### src/rtl/ray_column_rasterizer.sv
// ray_column_rasterizer
//   Expands one DDA ray record per screen column into SCREEN_H pixel writes
//   (ceiling / wall / floor), with palette lookup and optional side shading.
//
// Ports
//   pixel_clk_in, rst_n_in          clock, asynchronous active-low reset
//   s_tvalid_in/s_tready_out        record stream handshake
//   s_tdata_in                      {col, height, side, map[3:0], wallx[15:0]}
//   s_tlast_in                      record is the last column of a frame
//   m_tvalid_out/m_tready_in        pixel write stream handshake
//   m_addr_out, m_pixel_out         row*SCREEN_W + col, RGB565 colour
//   m_tlast_out                     final pixel of the frame
//   frame_done_out                  pulse after a frame-last record finishes
//   drop_out                        pulse when an out-of-range column is discarded
module ray_column_rasterizer #(
  parameter int unsigned SCREEN_W    = 320,
  parameter int unsigned SCREEN_H    = 180,
  parameter int unsigned COL_W       = 9,
  parameter int unsigned HGT_W       = 8,
  parameter int unsigned ADDR_W      = 16,
  parameter logic [15:0] CEIL_COLOR  = 16'h4208,
  parameter logic [15:0] FLOOR_COLOR = 16'h2104,
  parameter logic [255:0] PALETTE    = {16'hFFFF, 16'hF7BE, 16'hEF5D, 16'hE71C,
                                        16'hC618, 16'hA514, 16'h8410, 16'h630C,
                                        16'hFFE0, 16'h07FF, 16'hF81F, 16'h001F,
                                        16'h07E0, 16'hF800, 16'hFFFF, 16'h0000},
  parameter bit          SHADE_SIDE  = 1'b1,
  localparam int unsigned DATA_W     = COL_W + HGT_W + 21
) (
  input  logic              pixel_clk_in,
  input  logic              rst_n_in,
  input  logic              s_tvalid_in,
  output logic              s_tready_out,
  input  logic [DATA_W-1:0] s_tdata_in,
  input  logic              s_tlast_in,
  output logic              m_tvalid_out,
  input  logic              m_tready_in,
  output logic [ADDR_W-1:0] m_addr_out,
  output logic [15:0]       m_pixel_out,
  output logic              m_tlast_out,
  output logic              frame_done_out,
  output logic              drop_out
);

  localparam int unsigned ROW_W  = $clog2(SCREEN_H + 1);
  // Span arithmetic must hold both a full height and SCREEN_H itself.
  localparam int unsigned SPAN_W = ((ROW_W > HGT_W) ? ROW_W : HGT_W) + 1;

  localparam logic [ROW_W-1:0]  RowLast   = ROW_W'(SCREEN_H - 1);
  localparam logic [SPAN_W-1:0] ScreenH   = SPAN_W'(SCREEN_H);
  localparam logic [COL_W:0]    ScreenW   = (COL_W + 1)'(SCREEN_W);
  localparam logic [ADDR_W-1:0] RowStride = ADDR_W'(SCREEN_W);

  typedef enum logic {StIdle, StDraw} state_e;

  state_e state_q, state_d;

  logic              rdy_en_q;
  logic [ROW_W-1:0]  row_q, row_d;
  logic [ADDR_W-1:0] addr_q, addr_d;
  logic [SPAN_W-1:0] top_q, top_d, bot_q, bot_d;
  logic              side_q, side_d;
  logic [3:0]        map_q, map_d;
  logic              tlast_q, tlast_d;
  logic [15:0]       pixel_q, pixel_d;
  logic              mlast_q, mlast_d;
  logic              done_q, done_d;
  logic              drop_q, drop_d;

  // Record fields
  logic [COL_W-1:0]  in_col;
  logic [HGT_W-1:0]  in_hgt;
  logic              in_side;
  logic [3:0]        in_map;
  logic              unused_wallx;

  assign in_col       = s_tdata_in[21 + HGT_W +: COL_W];
  assign in_hgt       = s_tdata_in[21 +: HGT_W];
  assign in_side      = s_tdata_in[20];
  assign in_map       = s_tdata_in[19:16];
  assign unused_wallx = ^s_tdata_in[15:0];

  logic              s_hs, m_hs, last_row, col_ok;
  logic [SPAN_W-1:0] hgt_ext, hc, in_top, in_bot;
  logic [ROW_W-1:0]  row_inc;

  assign s_hs     = s_tvalid_in & s_tready_out;
  assign m_hs     = m_tvalid_out & m_tready_in;
  assign last_row = (row_q == RowLast);
  assign col_ok   = ({1'b0, in_col} < ScreenW);
  assign row_inc  = row_q + 1'b1;

  // Centre the clamped wall span vertically; computed once per record.
  assign hgt_ext = SPAN_W'(in_hgt);
  assign hc      = (hgt_ext > ScreenH) ? ScreenH : hgt_ext;
  assign in_top  = (ScreenH - hc) >> 1;
  assign in_bot  = in_top + hc;

  function automatic logic [15:0] pix_sel(input logic [ROW_W-1:0]  row,
                                          input logic [SPAN_W-1:0] top,
                                          input logic [SPAN_W-1:0] bot,
                                          input logic [3:0]        map,
                                          input logic              side);
    logic [SPAN_W-1:0] r;
    logic [15:0]       c;
    r = SPAN_W'(row);
    c = PALETTE[{map, 4'b0000} +: 16];
    // Halve each RGB565 channel; the mask stops bits leaking across fields.
    if (SHADE_SIDE && side) c = (c >> 1) & 16'h7BEF;
    if (r < top)       pix_sel = CEIL_COLOR;
    else if (r >= bot) pix_sel = FLOOR_COLOR;
    else               pix_sel = c;
  endfunction

  // FSM: state register
  always_ff @(posedge pixel_clk_in or negedge rst_n_in) begin
    if (!rst_n_in) state_q <= StIdle;
    else           state_q <= state_d;
  end

  // FSM: next state
  always_comb begin
    state_d = state_q;
    case (state_q)
      StIdle: if (s_hs && col_ok) state_d = StDraw;
      StDraw: if (m_hs && last_row) state_d = (s_hs && col_ok) ? StDraw : StIdle;
      default: state_d = StIdle;
    endcase
  end

  // FSM: outputs. The last beat reopens the record port so columns chain
  // back-to-back without a bubble.
  always_comb begin
    m_tvalid_out = (state_q == StDraw);
    s_tready_out = rdy_en_q & ((state_q == StIdle) | (m_tready_in & last_row));
  end

  // Datapath next state
  always_comb begin
    row_d   = row_q;
    addr_d  = addr_q;
    top_d   = top_q;
    bot_d   = bot_q;
    side_d  = side_q;
    map_d   = map_q;
    tlast_d = tlast_q;
    pixel_d = pixel_q;
    mlast_d = mlast_q;
    done_d  = 1'b0;
    drop_d  = 1'b0;

    if (s_hs) begin
      row_d   = '0;
      addr_d  = ADDR_W'(in_col);
      top_d   = in_top;
      bot_d   = in_bot;
      side_d  = in_side;
      map_d   = in_map;
      tlast_d = s_tlast_in;
      pixel_d = pix_sel('0, in_top, in_bot, in_map, in_side);
      mlast_d = s_tlast_in & (RowLast == '0);
      if (!col_ok) begin
        drop_d = 1'b1;
        done_d = s_tlast_in;
      end
    end else if (m_hs && !last_row) begin
      row_d   = row_inc;
      addr_d  = addr_q + RowStride;
      pixel_d = pix_sel(row_inc, top_q, bot_q, map_q, side_q);
      mlast_d = tlast_q & (row_inc == RowLast);
    end

    if (m_hs && last_row && tlast_q) done_d = 1'b1;
  end

  always_ff @(posedge pixel_clk_in or negedge rst_n_in) begin
    if (!rst_n_in) begin
      rdy_en_q <= 1'b0;
      row_q    <= '0;
      addr_q   <= '0;
      top_q    <= '0;
      bot_q    <= '0;
      side_q   <= 1'b0;
      map_q    <= '0;
      tlast_q  <= 1'b0;
      pixel_q  <= '0;
      mlast_q  <= 1'b0;
      done_q   <= 1'b0;
      drop_q   <= 1'b0;
    end else begin
      rdy_en_q <= 1'b1;
      row_q    <= row_d;
      addr_q   <= addr_d;
      top_q    <= top_d;
      bot_q    <= bot_d;
      side_q   <= side_d;
      map_q    <= map_d;
      tlast_q  <= tlast_d;
      pixel_q  <= pixel_d;
      mlast_q  <= mlast_d;
      done_q   <= done_d;
      drop_q   <= drop_d;
    end
  end

  assign m_addr_out     = addr_q;
  assign m_pixel_out    = pixel_q;
  assign m_tlast_out    = mlast_q;
  assign frame_done_out = done_q;
  assign drop_out       = drop_q;

endmodule
### config.mk
export PLATFORM = sky130hd
export DESIGN_NAME = ray_column_rasterizer
export DESIGN_NICKNAME = d
export VERILOG_FILES = /design/src/rtl/ray_column_rasterizer.sv
export SDC_FILE = /design/constraint.sdc
export NUM_CORES = 1
export LEC_CHECK = 0
export CAP_MARGIN = 20
export CORE_MARGIN = 3
export CORE_UTILIZATION = 26
export CTS_BUF_LIST = sky130_fd_sc_hd__clkbuf_16
export DETAILED_ROUTE_END_ITERATION = 16
export MAX_ROUTING_LAYER = met4
export PLACE_DENSITY = 0.45
export REMOVE_ABC_BUFFERS = 1
export SLEW_MARGIN = 40
export SYNTH_ARGS = -nofsm -noshare
export SYNTH_HDL_FRONTEND = slang
export SYNTH_SLANG_ARGS = --single-unit
### constraint.sdc
create_clock -name pixel_clk_in -period 4.4 [get_ports pixel_clk_in]
set_input_delay 0.44 -clock pixel_clk_in [delete_from_list [all_inputs] [get_ports pixel_clk_in]]
set_output_delay 0.44 -clock pixel_clk_in [all_outputs]
set_load 0.01 [all_outputs]
---- After elaboration in Yosys (flattened, before gate mapping) ----
Index checks and enable logic that the tools add are counted.
cells by class
  add/subtract/negate cells ............... 4
  order comparisons ....................... 6
  equal/unequal tests ..................... 2
  shift operators ......................... 2
  multiplexer cells ....................... 23
  bitwise logic cells ..................... 7
  reductions and logical operators ........ 6
operators with widths
  kind                                                                                 count
  256-bit by 9-bit indexed part select with 16-bit output (first input constant)       2
  16-bit two-way mux                                                                   10
  8-bit two-way mux                                                                    3
  16-bit by 9-bit adder with 16-bit output (second input constant)                     1
  8-bit equality test (second input constant)                                          2
  8-bit by 8-bit adder with 9-bit output                                               1
  1-bit by 9-bit greater-or-equal comparator with 1-bit output (first input constant)  1
  8-bit by 9-bit greater-or-equal comparator with 1-bit output                         1
  9-bit less-than comparator (second input constant)                                   1
  1-bit two-way mux                                                                    9
  8-bit by 8-bit subtractor with 9-bit output (first input constant)                   1
  8-bit by 1-bit adder with 8-bit output (second input constant)                       1
  8-bit greater-than comparator (second input constant)                                1
  1-bit by 8-bit less-than comparator with 1-bit output (first input constant)         1
  8-bit less-than comparator                                                           1
  1-bit bitwise AND                                                                    5
  1-bit logical AND                                                                    4
  1-bit one-hot mux with 2 select lines                                                1
  2-bit nonzero test                                                                   1
  1-bit logical NOT                                                                    1
  1-bit inverter                                                                       1
  1-bit bitwise OR                                                                     1
word-level totals
  flip-flop bits (word level) ............. 68
  input port bits ......................... 43
  output and inout port bits .............. 37
  word-level logic and storage cells ...... 63

---- Longest topological paths before layout ----
Gate-level depths: netlist of run 1.
  depth after elaboration ................. 9
  gate-level depth with buffers ........... 22
  mapped depth without buffers ............ 18

---- Worst setup path after synthesis of run 1 ----
OpenSTA, ideal clock, no wires.
  kind .................................... in2reg
  from .................................... in s_tdata_in[25]
  to ...................................... reg pixel_q[15] (netlist: m_pixel_out[15])
  library setup time ...................... 0.123 ns
  arrival time ............................ 3.804 ns
  required time ........................... 4.277 ns
  path slack .............................. 0.473 ns
  cell stages on the path ................. 20
  path buffers ............................ 4
  cell sequence ........................... buf_4 -> and2_1 -> o21ai_0 -> nand2b_1 -> nand2_1 -> nand2_1 -> ha_1 -> a21oi_1 -> o21ai_0 -> xnor2_1 -> ha_1 -> clkbuf_1 -> or3_1 -> a21boi_0 -> mux2i_1 -> or4_4 -> buf_6 -> buf_8 -> nand4_1 -> a21oi_1
between the ends
  cells in the longest elaborated chain, start to end .. 8
  elaborated cells between the ends (all ways) .. 9
  those cells by class .................... add/sub: 2; order compare: 3; mux: 4
ends and longest elaborated chain
  element                                                       RTL line  source
  start, declared                                               34        input logic [DATA_W-1:0] s_tdata_in,
  8-bit greater-than comparator                                 95        assign hc = (hgt_ext > ScreenH) ? ScreenH : hgt_ext;
  8-bit two-way mux (*)                                         95
  8-bit by 8-bit subtractor with 9-bit output (*)               96        assign in_top = (ScreenH - hc) >> 1;
  named net in_top[5]                                           84        logic [SPAN_W-1:0] hgt_ext, hc, in_top, in_bot;
  8-bit by 8-bit adder with 9-bit output                        97        assign in_bot = in_top + hc;
  1-bit by 9-bit greater-or-equal comparator with 1-bit output  111       else if (r >= bot) pix_sel = FLOOR_COLOR;
  16-bit two-way mux                                            111
  16-bit two-way mux (*)                                        110       if (r < top) pix_sel = CEIL_COLOR;
  16-bit two-way mux (*)                                        152       if (s_hs) begin
  end signal, assigned                                          199       pixel_q <= pixel_d;
  end, declared                                                 65        logic [15:0] pixel_q, pixel_d;
Mark *: on every way through the listed nets, which the timed path passes. The rest lies on a longest branch.
A chain may end at the register's enable or synchronous reset.

---- Worst setup path after layout of run 1 ----
  from .................................... in s_tdata_in[28]
  to ...................................... reg pixel_q[5] (netlist: m_pixel_out[5])
between the ends
  cells in the longest elaborated chain, start to end .. 8
  elaborated cells between the ends (all ways) .. 9
  those cells by class .................... add/sub: 2; order compare: 3; mux: 4
ends and longest elaborated chain
  element                                                       RTL line
  8-bit greater-than comparator (*)                             95
  8-bit two-way mux (*)                                         95
  8-bit by 8-bit subtractor with 9-bit output (*)               96
  named net in_top[5]                                           84
  8-bit by 8-bit adder with 9-bit output                        97
  1-bit by 9-bit greater-or-equal comparator with 1-bit output  111
  16-bit two-way mux                                            111
  16-bit two-way mux (*)                                        110
  16-bit two-way mux (*)                                        152
Marks and branches as above.

==> qor.yml, run 1 <==
run_status:
  status: "completed"
pwr:
  ir_worst_vdd_mv: 0.199
  total_power_mw: 2.69
  p_leak_nw: 2.68
  power_density_nw_per_um2: 445
synth:
  syn_inst: 583
  synthFlopType: "dfrtp_1"
  synth_simple_gate_area_share: 0.236
  yosysUniqueCellTypes: 70
  synth_xor_area_frac: 0.0442
  yosysWarnings: 0
  synth_edf_count: 0
  synth_area_um2: 4750
  synth_top_family_by_area: "simple AND/OR/NAND/NOR gates"
  ys_seq_area_frac: 0.358
  synth-compound-area-share: 0.199
  synthArstFlopShare: 1.00
  postSynthAreaPerCell_um2: 8.15
  synthMuxAreaShare: 0.0184
  synth_seq_cells: 68
  synthAdderAreaFrac: 0.0843
floorplanning:
  io_pins: 80
  initial_core_util: 0.270
  die_w_um: 141
  core_region_area_um2: 17600
  die_y_um: 141
  rows: 48
  die_area_um2: 19900
global_routing:
  grt.busiest_layer: "met2"
  grt_use_total: 0.140
  grt_overflow_total: 0
  grt_pass1_vias: 4347
  grtUsageMet1: 0.180
  met2_usage: 0.227
  grt_pass1_wl_um: 22100
  grt_max_degree: 50
  antenna_found_initial: 0
  grt_use_met3: 0.0295
route:
  vias: 4351
  ant_nets: 0
  vias_per_cell: 4.88
  wl_um: 13500
  drcViolationCount: 0
  firstDrtPassIters: 6
  wl_per_cell_um: 15.2
  drtIter0Drc: 236
clock_network:
  cts.sinks: 68
  cts_tree: "yes"
  cts_buffers: 9
  clock_path_buffers: 2
  htree_levels: 3
  clkSlewWorstSetupHoldPaths_ns: 0.06
  root_buffer: "clkbuf_16"
  cts_hold_buf: 0
  worstSkewPairLatency_ns: 0.34
timing:
  tightest_slew_ns: 0.711
  finalSetupViolations: 0
  hold_viol: 0
  relSlewSlack: 0.525
  final.period_utilization: 0.937
  layout_setup_ws_ns: 0.277
  fmax_mhz: 243
  final_max_slew_viol_count: 0
  rsz0062_at_grt: "no"
  final.setup_skew_ns: 0.00731
  layout_min_cycle_time_ns: 4.12
critical_path:
  critPathMaxStageDelay_ns: 0.62
  critPathSlowestCell: "or4_4"
  cp.arrival_ns: 4.30
  crit_buf_inv: 1
  start_kind: "input pin"
  path_cells: "clkdlybuf4s50_1 -> and4_1 -> or3_1 -> ha_1 -> a21oi_1 -> o21ai_0 -> xnor2_1 -> ha_1 -> or3_1 -> a21boi_0 -> mux2i_2 -> or4_4 -> nand3_1 -> a31oi_1"
  cp-end-kind: "register"
  critPathKind: "input pin to register"
  path_delay_family: "simple AND/OR/NAND/NOR gates"
  crit_fanout: 8
  cp.required_ns: 4.58
  reg2reg_slack_ns: 1.14
place:
  gp_congestion: 0.812
  dpl_cell_area_um2: 5750
  io_buffers: 63
  hpwlAfterDp_um: 9810
  dp_slack_ns: -0.120
job:
  drv_cap: 0
layout:
  areaGrowthSynthToFinish_pct: 27.1
  fill_cells: 1837
  drive_above_1_share: 0.112
  utilization: 0.343
  mostFrequentLayoutCells: "nand2_1 (97), dfrtp_1 (68), clkdlybuf4s50_1 (62)"
  n_antenna_cell: 0
  design_area_um2: 6040
  fin_nets: 737
  final_common_cell: "nand2_1"
hold_path:
  hp-class: "input pin to async pin"
-- where the power goes --
group	internal, mW	switching (mW)	leakage [nW]
sequential	0.794	0.164	0.845
combinational	0.522	0.572	1.70
clock	0.368	0.265	0.136
total	1.68	1.00	2.68
-- what timing repair did --
action                                  4_1_cts  5_1_grt
resized for setup                             0        3
endpoints found under the setup margin        0       16
setup buffers                                 0        2
-- final cells by class --
type	instances	area (um^2)	area share
Clock inverter	7	27.5	0.00456
Inverter	35	131	0.0218
Clock buffer	9	225	0.0373
Tap cell	225	282	0.0466
Timing Repair Buffer	96	876	0.145
Sequential cell	68	1700	0.282
Multi-Input combinational cell	452	2800	0.463
-- sequential cells by signal, summed over array words and instances (netlist names) --
signal          count
row_q               8
m_pixel_out        16
side_q              1
frame_done_out      1
bot_q               9
tlast_q             1
drop_out            1
m_tvalid_out        1
m_tlast_out         1
rdy_en_q            1
top_q               8
m_addr_out         16
map_q               4
-- synthesized netlist by cell type (3+ instances only) --
| library cell | instances | area share |
|---|---|---|
| a211oi_1 | 6 | 0.0095 |
| a21boi_0 | 5 | 0.0079 |
| a21o_1 | 3 | 0.0047 |
| a21oi_1 | 42 | 0.044 |
| a221o_1 | 4 | 0.0084 |
| a31oi_1 | 9 | 0.012 |
| and2_1 | 6 | 0.0079 |
| and3_1 | 5 | 0.0066 |
| buf_2 | 4 | 0.0042 |
| buf_4 | 4 | 0.0063 |
| clkbuf_1 | 18 | 0.014 |
| dfrtp_1 | 68 | 0.36 |
| ha_1 | 32 | 0.084 |
| inv_1 | 35 | 0.028 |
| mux2i_1 | 5 | 0.011 |
| nand2_1 | 97 | 0.077 |
| nand2b_1 | 9 | 0.012 |
| nand3_1 | 22 | 0.023 |
| nand3_2 | 3 | 0.0063 |
| nand4_1 | 6 | 0.0079 |
| nor2_1 | 60 | 0.047 |
| nor2b_1 | 6 | 0.0079 |
| nor3_1 | 5 | 0.0053 |
| o21ai_0 | 48 | 0.051 |
| o22ai_1 | 3 | 0.0039 |
| o31ai_1 | 4 | 0.0063 |
| or3_1 | 3 | 0.0039 |
| xnor2_1 | 15 | 0.028 |
| xor2_1 | 9 | 0.017 |
-- per-layer routing --
metal  vias to the layer above  wire length (um)
met1                      2073              6480
met4                         0               192
li1                       2177                 -
met5                         -                 0
met3                        16               652
met2                        85              6200
-- worst paths after layout --
| path | start | end | depth (start not counted) |
|---|---|---|---|
| min | rst_n_in | m_pixel_out[6] | 1 |
| min in group pixel_clk_in | m_addr_out[0] | m_addr_out[0] | 2 |
| max | s_tdata_in[28] | m_pixel_out[5] | 14 |
| max reg2reg | row_q[0] | m_pixel_out[6] | 13 |
| max in group asynchronous | rst_n_in | rdy_en_q | 2 |
| min reg2reg | m_addr_out[0] | m_addr_out[0] | 2 |
-- metrics by stage --
step                instances  hold slack [ns]  TNS [ns]
floorplan                 554            0.144         0
global placement          873            0.461   -0.0646
detailed placement        873            0.462    -0.646
CTS                       889            0.210         0
global route              892           0.0788         0
finish                    892           0.0558         0
-- cell families (layout without fill, tap and decap cells) --
kind of cell	Yosys count	in the layout
and+or+nand+nor	238	239
muxes	8	8
DFF	68	68
AOI/OAI and AO/OA	148	148
buffers and inverters	64	147
xor gates and xnor gates	24	24
adders and majority gates	32	32
other	1	1
Note: power is estimated with default switching activity, not from simulation.
==> run 2: changes to the inputs <==
--- a/config.mk
+++ b/config.mk
@@ -6,12 +6,15 @@
 export NUM_CORES = 1
 export LEC_CHECK = 0
 export CAP_MARGIN = 20
+export CELL_PAD_IN_SITES_DETAIL_PLACEMENT = 1
+export CELL_PAD_IN_SITES_GLOBAL_PLACEMENT = 2
 export CORE_MARGIN = 3
 export CORE_UTILIZATION = 26
 export CTS_BUF_LIST = sky130_fd_sc_hd__clkbuf_16
 export DETAILED_ROUTE_END_ITERATION = 16
+export GPL_TIMING_DRIVEN = 1
 export MAX_ROUTING_LAYER = met4
-export PLACE_DENSITY = 0.45
+export PLACE_DENSITY = 0.68
 export REMOVE_ABC_BUFFERS = 1
 export SLEW_MARGIN = 40
 export SYNTH_ARGS = -nofsm -noshare
==> qor.yml, run 2 (synthesized netlist as in run 1, its figures left out) <==
floorplanning:
  die_area_um2: 19900  # unchanged
  core_region_area_um2: 17600  # unchanged
  initial_core_util: 0.270  # unchanged
  die_y_um: 141  # unchanged
  io_pins: 80  # unchanged
  die_w_um: 141  # unchanged
  rows: 48  # unchanged
route:
  firstDrtPassIters: 4  # was 6
  wl_per_cell_um: 16.5  # was 15.2 um
  wl_um: 14700  # was 13500 um
  vias: 4423  # was 4351
  vias_per_cell: 4.96  # was 4.88
  drtIter0Drc: 178  # was 236
  ant_nets: 0  # unchanged
  drcViolationCount: 0  # unchanged
job:
  drv_cap: 0  # unchanged
clock_network:
  clkSlewWorstSetupHoldPaths_ns: 0.05  # was 0.06 ns
  worstSkewPairLatency_ns: 0.34  # about the same
  cts_buffers: 9  # unchanged
  cts.sinks: 68  # unchanged
  cts_tree: "yes"  # unchanged
  clock_path_buffers: 2  # unchanged
  htree_levels: 3  # unchanged
  root_buffer: "clkbuf_16"  # unchanged
  cts_hold_buf: 0  # unchanged
layout:
  multi_input_area_um2: 2800  # about the same
  seq_area_um2: 1700  # unchanged
  final_common_cell: "nand2_1"  # unchanged
  final-instance-count-excl-fill: 891  # was 892
  fin_nets: 736  # was 737
  areaGrowthSynthToFinish_pct: 28.3  # was 27.1%
  design_area_um2: 6100  # was 6040 um^2
  fill_cells: 2106  # was 1837
  n_antenna_cell: 0  # unchanged
  mostFrequentLayoutCells: "nand2_1 (97), dfrtp_1 (68), clkdlybuf4s50_1 (62)"  # unchanged
  utilization: 0.347  # was 0.343
  drive_above_1_share: 0.120  # was 0.112
timing:
  final.period_utilization: 0.931  # was 0.937
  tightest_slew_ns: 0.737  # was 0.711 ns
  layout_min_cycle_time_ns: 4.10  # was 4.12 ns
  final_max_slew_viol_count: 0  # unchanged
  final.setup_skew_ns: 0.00813  # was 0.00731 ns
  rsz0062_at_grt: "no"  # unchanged
  fmax_mhz: 244  # was 243 MHz
  hold_ws_ns: 0.0892  # was 0.0558 ns
  fin_tns_setup_ns: 0  # unchanged
  finalSetupViolations: 0  # unchanged
  layout_setup_ws_ns: 0.303  # was 0.277 ns
  relSlewSlack: 0.508  # was 0.525
  hold_viol: 0  # unchanged
global_routing:
  antenna_found_initial: 0  # unchanged
  grt_overflow_total: 0  # unchanged
  grt_max_degree: 50  # unchanged
  grt_use_total: 0.152  # was 0.140
  grt_pass1_vias: 4710  # was 4347
  met2_usage: 0.263  # was 0.227
  grtUsageMet1: 0.181  # was 0.180
  grt.busiest_layer: "met2"  # unchanged
  grt_pass1_wl_um: 23800  # was 22100 um
  grt_use_met3: 0.0309  # was 0.0295
critical_path:
  cp.required_ns: 4.62  # was 4.58 ns
  cp.arrival_ns: 4.32  # was 4.30 ns
  crit_fanout: 8  # unchanged
  critPathKind: "input pin to register"  # unchanged
  cp-end-kind: "register"  # unchanged
  start_kind: "input pin"  # unchanged
pwr:
  p_leak_nw: 2.69  # was 2.68 nW
  total_power_mw: 2.86  # was 2.69 mW
  power_density_nw_per_um2: 469  # was 445 nW/um^2
  ir_worst_vdd_mv: 0.277  # was 0.199 mV
hold_path:
  hp-class: "input pin to async pin"  # unchanged
place:
  gp_congestion: 0.804  # was 0.812
  io_buffers: 63  # unchanged
  hpwlAfterDp_um: 10900  # was 9810 um
  dpl_cell_area_um2: 5740  # was 5750 um^2
  dp_slack_ns: -0.126  # was -0.120 ns
  placedCellCount: 871  # was 873
run_status:
  status: "completed"  # unchanged
-- run 2: power breakdown --
group	switching, mW	leakage [nW]	internal [mW]
sequential	0.163	0.845	0.794
combinational	0.598	1.69	0.526
clock	0.282	0.157	0.494
total	1.04	2.69	1.81
-- run 2: final timing paths --
path	startpoint	endpoint	slack (ns)	depth (start not counted)
min reg2reg	m_addr_out[2]	m_addr_out[2]	0.48	2
max in group asynchronous	rst_n_in	m_addr_out[1]	3.51	2
max	s_tdata_in[28]	m_pixel_out[6]	0.30	17
min	rst_n_in	m_pixel_out[6]	0.09	1
max reg2reg	row_q[0]	m_pixel_out[6]	0.82	12
min in group pixel_clk_in	m_addr_out[2]	m_addr_out[2]	0.48	2
-- run 2: cell type report --
| type | instances | area share |
|---|---|---|
| Clock buffer | 9 | 0.0369 |
| Multi-Input combinational cell | 452 | 0.459 |
| Timing Repair Buffer | 95 | 0.142 |
| Sequential cell | 68 | 0.279 |
| Clock inverter | 7 | 0.0150 |
| Inverter | 35 | 0.0215 |
| Tap cell | 225 | 0.0462 |
-- run 2: timing repair --
action / CTS / global route
setup endpoints to repair: 0 / 14
buffers inserted: 0 / 3
resized for setup: 0 / 5
-- run 2: per-layer routing --
metal,vias to the layer above,part of all wire
met3,14,0.034
met4,0,0.014
li1,2173,-
met5,-,0
met1,2184,0.46
met2,52,0.49
-- run 2: critical path, cell delays in order --
cell and delay [ns]:
clkdlybuf4s50_1 0.44, and4_1 0.23, or3_1 0.43, buf_4 0.17
inv_1 0.07, ha_1 0.18, a21oi_2 0.05, o21ai_1 0.13
xnor2_1 0.18, ha_1 0.32, or3_1 0.37, a21boi_0 0.22
mux2i_2 0.16, or4_4 0.62, buf_4 0.17, o211ai_2 0.05
a21oi_1 0.07
